$ cat config.mk
export PLATFORM = sky130hd
export DESIGN_NAME = serial_subtractor
export DESIGN_NICKNAME = d
export VERILOG_FILES = /design/src/rtl/serial_subtractor.sv
export SDC_FILE = /design/constraint.sdc
export NUM_CORES = 1
export LEC_CHECK = 0
export BUFFER_PORTS_ARGS = -buffer_cell sky130_fd_sc_hd__clkbuf_2
export CORE_MARGIN = 8
export CORE_UTILIZATION = 45
export DETAILED_ROUTE_END_ITERATION = 10
export HOLD_SLACK_MARGIN = 0.02
export PLACE_DENSITY = 0.78
export SLEW_MARGIN = 40
export SYNTH_ARGS = -nofsm -noshare
export SYNTH_HDL_FRONTEND = slang
export SYNTH_SLANG_ARGS = --single-unit
$ cat constraint.sdc
create_clock -name clk -period 1.52 [get_ports clk]
set_input_delay 0.304 -clock clk [delete_from_list [all_inputs] [get_ports clk]]
set_output_delay 0.304 -clock clk [all_outputs]
set_load 0.05 [all_outputs]
$ cat src/rtl/serial_subtractor.sv
// serial_subtractor: bit-serial unsigned subtractor, LSB first.
// One result bit is produced per clock. The borrow between bits is kept in a register.
// A start/busy/done handshake controls it.
// diff/borrow change only when a subtraction completes or on reset.
module serial_subtractor #(
    parameter int WIDTH = 8
) (
    input  logic             clk,
    input  logic             rst,
    input  logic             start,
    input  logic [WIDTH-1:0] a,
    input  logic [WIDTH-1:0] b,
    output logic             busy,
    output logic             done,
    output logic [WIDTH-1:0] diff,
    output logic             borrow
);

    localparam int CW = (WIDTH > 2) ? $clog2(WIDTH) : 1;

    typedef enum logic [1:0] {
        IDLE = 2'd0,
        RUN  = 2'd1,
        DONE = 2'd2
    } state_t;

    state_t            state_reg, state_next;
    logic [WIDTH-1:0]  a_sh_reg, a_sh_next;
    logic [WIDTH-1:0]  b_sh_reg, b_sh_next;
    logic [WIDTH-1:0]  res_sh_reg, res_sh_next;
    logic              br_reg, br_next;
    logic [CW-1:0]     cnt_reg, cnt_next;
    logic [WIDTH-1:0]  diff_reg, diff_next;
    logic              borrow_reg, borrow_next;

    // Full-subtractor slice on the current LSBs and the borrow that carries to the next bit.
    logic              ai, bi, d_bit, br_calc;
    logic [WIDTH-1:0]  res_shifted;

    assign ai      = a_sh_reg[0];
    assign bi      = b_sh_reg[0];
    assign d_bit   = ai ^ bi ^ br_reg;
    assign br_calc = (~ai & bi) | (~(ai ^ bi) & br_reg);

    // Result register shifted right.
    // The new bit enters at the MSB, so after WIDTH bits the LSB lands at bit 0.
    genvar gi;
    generate
        for (gi = 0; gi < WIDTH - 1; gi++) begin : g_res_shift
            assign res_shifted[gi] = res_sh_reg[gi+1];
        end
    endgenerate
    assign res_shifted[WIDTH-1] = d_bit;

    // Next-state and datapath logic.
    // A start seen in IDLE or DONE loads fresh operands.
    // RUN consumes one bit per cycle.
    always_comb begin
        state_next  = state_reg;
        a_sh_next   = a_sh_reg;
        b_sh_next   = b_sh_reg;
        res_sh_next = res_sh_reg;
        br_next     = br_reg;
        cnt_next    = cnt_reg;
        diff_next   = diff_reg;
        borrow_next = borrow_reg;

        case (state_reg)
            IDLE, DONE: begin
                if (start) begin
                    a_sh_next  = a;
                    b_sh_next  = b;
                    br_next    = 1'b0;
                    cnt_next   = '0;
                    state_next = RUN;
                end else begin
                    state_next = IDLE;
                end
            end
            RUN: begin
                a_sh_next   = a_sh_reg >> 1;
                b_sh_next   = b_sh_reg >> 1;
                res_sh_next = res_shifted;
                br_next     = br_calc;
                cnt_next    = cnt_reg + CW'(1);
                if (cnt_reg == CW'(WIDTH - 1)) begin
                    diff_next   = res_shifted;
                    borrow_next = br_calc;
                    cnt_next    = '0;
                    state_next  = DONE;
                end
            end
            default: begin
                state_next = IDLE;
            end
        endcase
    end

    // State register.
    // Reset discards any partial result and clears the visible outputs.
    always_ff @(posedge clk) begin
        if (rst) begin
            state_reg  <= IDLE;
            a_sh_reg   <= '0;
            b_sh_reg   <= '0;
            res_sh_reg <= '0;
            br_reg     <= 1'b0;
            cnt_reg    <= '0;
            diff_reg   <= '0;
            borrow_reg <= 1'b0;
        end else begin
            state_reg  <= state_next;
            a_sh_reg   <= a_sh_next;
            b_sh_reg   <= b_sh_next;
            res_sh_reg <= res_sh_next;
            br_reg     <= br_next;
            cnt_reg    <= cnt_next;
            diff_reg   <= diff_next;
            borrow_reg <= borrow_next;
        end
    end

    assign busy   = (state_reg == RUN);
    assign done   = (state_reg == DONE);
    assign diff   = diff_reg;
    assign borrow = borrow_reg;

endmodule

==> results by group <==
Placed design
  – Final GP Congestion: 0.749
  – Post-Place Setup Slack: 0.00994 ns
  – Dpl hpwl: between 2000 and 2500 um
  – Post-placement cell area: 1750 um^2
  – Placed cell count: 256
  – Number of input and output port buffers inserted: 29

Critical path
  – Crit Path Max Fanout: 9
  – Critical path class: register to output pin
  – Data required time of the critical path: approximately 1.2 ns
  – Critical path, cell by cell: nand2b_4 -> clkinv_4 -> buf_8
  – Cell class contributing the biggest share of worst-path delay: flip-flops
  – Element type at the critical path end: output pin
  – Cell with the largest stage delay on the worst path: sky130_fd_sc_hd__dfxtp_2
  – Worst path buffer plus inverter count: 2
  – Largest stage delay, worst path: 0.37 ns
  – Endpoint arrival time on the critical path: 1.14 ns
  – Category of the worst setup path launch point: register

Clocking
  – Clock root buffer: sky130_fd_sc_hd__clkbuf_4
  – CTS tree: built
  – CTS Hold Bufs: 0
  – Number of H-tree levels: 2
  – Clock latency on the worst-skew pair: 0.33 ns
  – Sink count of the clock tree: 38
  – CTS Buf Count: 5
  – Maximum buffer depth of the clock tree: 2
  – Clock-pin slew on the worst setup and hold paths: 0.10 ns

Timing
  – Worst slew pin tran: 0.308 ns
  – Setup-failing EPs final: 0
  – Max Freq: about 700 MHz
  – Count of endpoints failing hold in the final timing report: 0
  – Max-slew violations: 0
  – Final worst slack: 0.0766 ns
  – Worst-case clock skew: 0.00694 ns
  – Period utilization: 0.950
  – RSZ-0062 raised after global routing: no
  – Worst hold slack across all endpoints: 0.196 ns
  – Time the worst path needs with I/O delays and setup: 1.44 ns
  – Post-Route Setup TNS: 0 ns
  – Normalized max-slew margin: 0.795

Logic synthesis
  – Yosys reg bits: 38
  – Synth Area in Compound Gates: 0.166
  – Synthesized netlist net count: around 210
  – Syn Inst Count: about 190
  – Xor/xnor cell area share of the yosys netlist: 0
  – Area of the mapped netlist: 1570 um^2
  – Post-synthesis mux area share: 0
  – Simple-gate area share of the yosys netlist: 0.244
  – Count of unique library cells instantiated by Yosys: 22
  – Mean instance size in the synthesized netlist: 8.31 um^2
  – Sequential share of the synthesized area: 0.484
  – Combinational family with the most area after synthesis: simple AND/OR/NAND/NOR gates
  – Adder-Cell Fraction of Synth Area: 0.0287
  – Yosys synthesis warning count: 0

Detailed routing
  – Number of search-and-repair iterations in the first detailed-routing pass: 5
  – DRC errors left: 0
  – DR vias/cell: roughly 5
  – Post-Route WL: between 3000 and 4000 um
  – Number of vias in the routed layout: 1342
  – Starting DRC count in detailed routing: 40
  – Average wire length per cell after detail routing: 12.0 um
  – Remaining antenna violation count after routing: 0

GRT
  – First-pass GRT wire length: approximately 5600 um
  – Largest net degree at the start of global routing: 38
  – Number of antenna violations at the first check in global routing: 0
  – GR Overflow Total: 0
  – Global-route total usage across every layer: 0.128
  – Vias in the first global route: 1304

Floorplanning
  – Count of pins on the block boundary: 30
  – Starting utilization of the core area: 0.471
  – Row count: 21
  – Area of the core: 3340 um^2
  – Die X-Extent: approximately 75 um
  – Overall die height: 75.1 um
  – Total Die Area: 5640 um^2

Finish
  – Final non-filler cell area: 1830 um^2
  – Non-filler cells in the finished layout: about 260
  – Most used cells in the layout excluding fill and tap cells: sky130_fd_sc_hd__nand2_1 (53), sky130_fd_sc_hd__dfxtp_1 (36), sky130_fd_sc_hd__clkbuf_2 (27), sky130_fd_sc_hd__a21oi_1 (20), sky130_fd_sc_hd__nor2_1 (17)
  – Most common library cell in the layout ignoring fill and taps: sky130_fd_sc_hd__nand2_1
  – Final net count: 240
  – Share of layout cells above drive strength 1: 0.225
  – Final Core Density: 0.548
  – Synthesis-to-finish area growth: 16.4%
  – Filler Cells Inserted: ~320
  – Diodes inserted: 0

Power
  – Overall Power: about 1.8 mW
  – Static Leak: 0.718 nW
  – IR Drop Worst-Case VDD: between 0.6 and 0.7 mV
  – Power per unit of standard cell area: about 980 nW/um^2

Outcome
  – Outcome: completed

Min path
  – Class of the worst hold path: input port to register

Job
  – MaxCap Viol Count: 0
==> path summary, 6_finish.rpt <==
check        slack, ns  cells past startpoint         start           to
max reg2reg       0.12                      6    cnt_reg[0]      diff[1]
min reg2reg       0.46                      2       diff[6]      diff[6]
min               0.20                      3          a[7]  a_sh_reg[7]
max               0.08                      3  state_reg[1]         busy
==> cell usage after synthesis <==
master	instances	share of area
sky130_fd_sc_hd__nand2_1	53	0.13
sky130_fd_sc_hd__dfxtp_1	38	0.48
sky130_fd_sc_hd__a21oi_1	20	0.064
sky130_fd_sc_hd__nor2_1	17	0.041
sky130_fd_sc_hd__a311oi_1	14	0.078
sky130_fd_sc_hd__nand3_1	13	0.041
sky130_fd_sc_hd__buf_4	6	0.029
sky130_fd_sc_hd__clkbuf_1	4	0.0096
sky130_fd_sc_hd__buf_2	3	0.0096
sky130_fd_sc_hd__buf_6	3	0.022
sky130_fd_sc_hd__nand2b_1	3	0.012
sky130_fd_sc_hd__ha_1	2	0.016
sky130_fd_sc_hd__inv_1	2	0.0048
sky130_fd_sc_hd__nand3b_1	2	0.0096
sky130_fd_sc_hd__nor2b_1	2	0.0080
sky130_fd_sc_hd__a21oi_2	1	0.0056
sky130_fd_sc_hd__a311oi_2	1	0.0096
sky130_fd_sc_hd__a31oi_1	1	0.0040
sky130_fd_sc_hd__clkinv_2	1	0.0032
sky130_fd_sc_hd__fa_1	1	0.013
sky130_fd_sc_hd__nor4b_1	1	0.0056
sky130_fd_sc_hd__o21a_1	1	0.0048
==> metal layers <==
metal	up-vias	GRT usage	wire [um]
met3	5	0.0453	191
met4	0	0.0739	58
met5	-	0	0
met1	614	0.148	1450
met2	24	0.198	1470
li1	699	-	-
==> worst register-to-register path: cells and delay by family (launching register included) <==
kind / cells / cell delay (ns)
adder cells (fa/ha/maj): 2 / 0.47
flip-flops: 1 / 0.37
AND/OR/NAND/NOR: 2 / 0.21
buffers and inverters: 1 / 0.19
AO/OA/AOI/OAI: 1 / 0.06
==> cells by family after synthesis <==
logic type      after synthesis
fa+ha+maj                     3
flops                        38
simple gates                 91
buf+inv                      19
compound gates               38
==> layout make-up <==
cell class | count | area, um^2 | share of cell area
multi-input cells | 132 | 696 | 0.381
inverters | 3 | 16.3 | 0.00890
clock buffers | 7 | 45.0 | 0.0246
flip-flops and latches | 38 | 763 | 0.418
repair buffers | 38 | 250 | 0.137
well taps | 46 | 57.6 | 0.0315
==> what timing repair did <==
| action | in CTS | in global routing |
|---|---|---|
| setup endpoints to repair | 3 | 2 |
| buffers inserted | 1 | 0 |
| pin swaps | 1 | 0 |
| hold endpoints to repair | 0 | 0 |
| resized for setup | 7 | 2 |
==> power by group <==
| group | leakage (nW) | switching (mW) | internal [mW] | total, mW |
|---|---|---|---|---|
| Combinational | 0.382 | 0.141 | 0.105 | 0.245 |
| Sequential | 0.311 | 0.0288 | 1.04 | 1.07 |
| Clock | 0.0254 | 0.298 | 0.175 | 0.472 |
No activity file was read; power rests on OpenSTA's default activity.
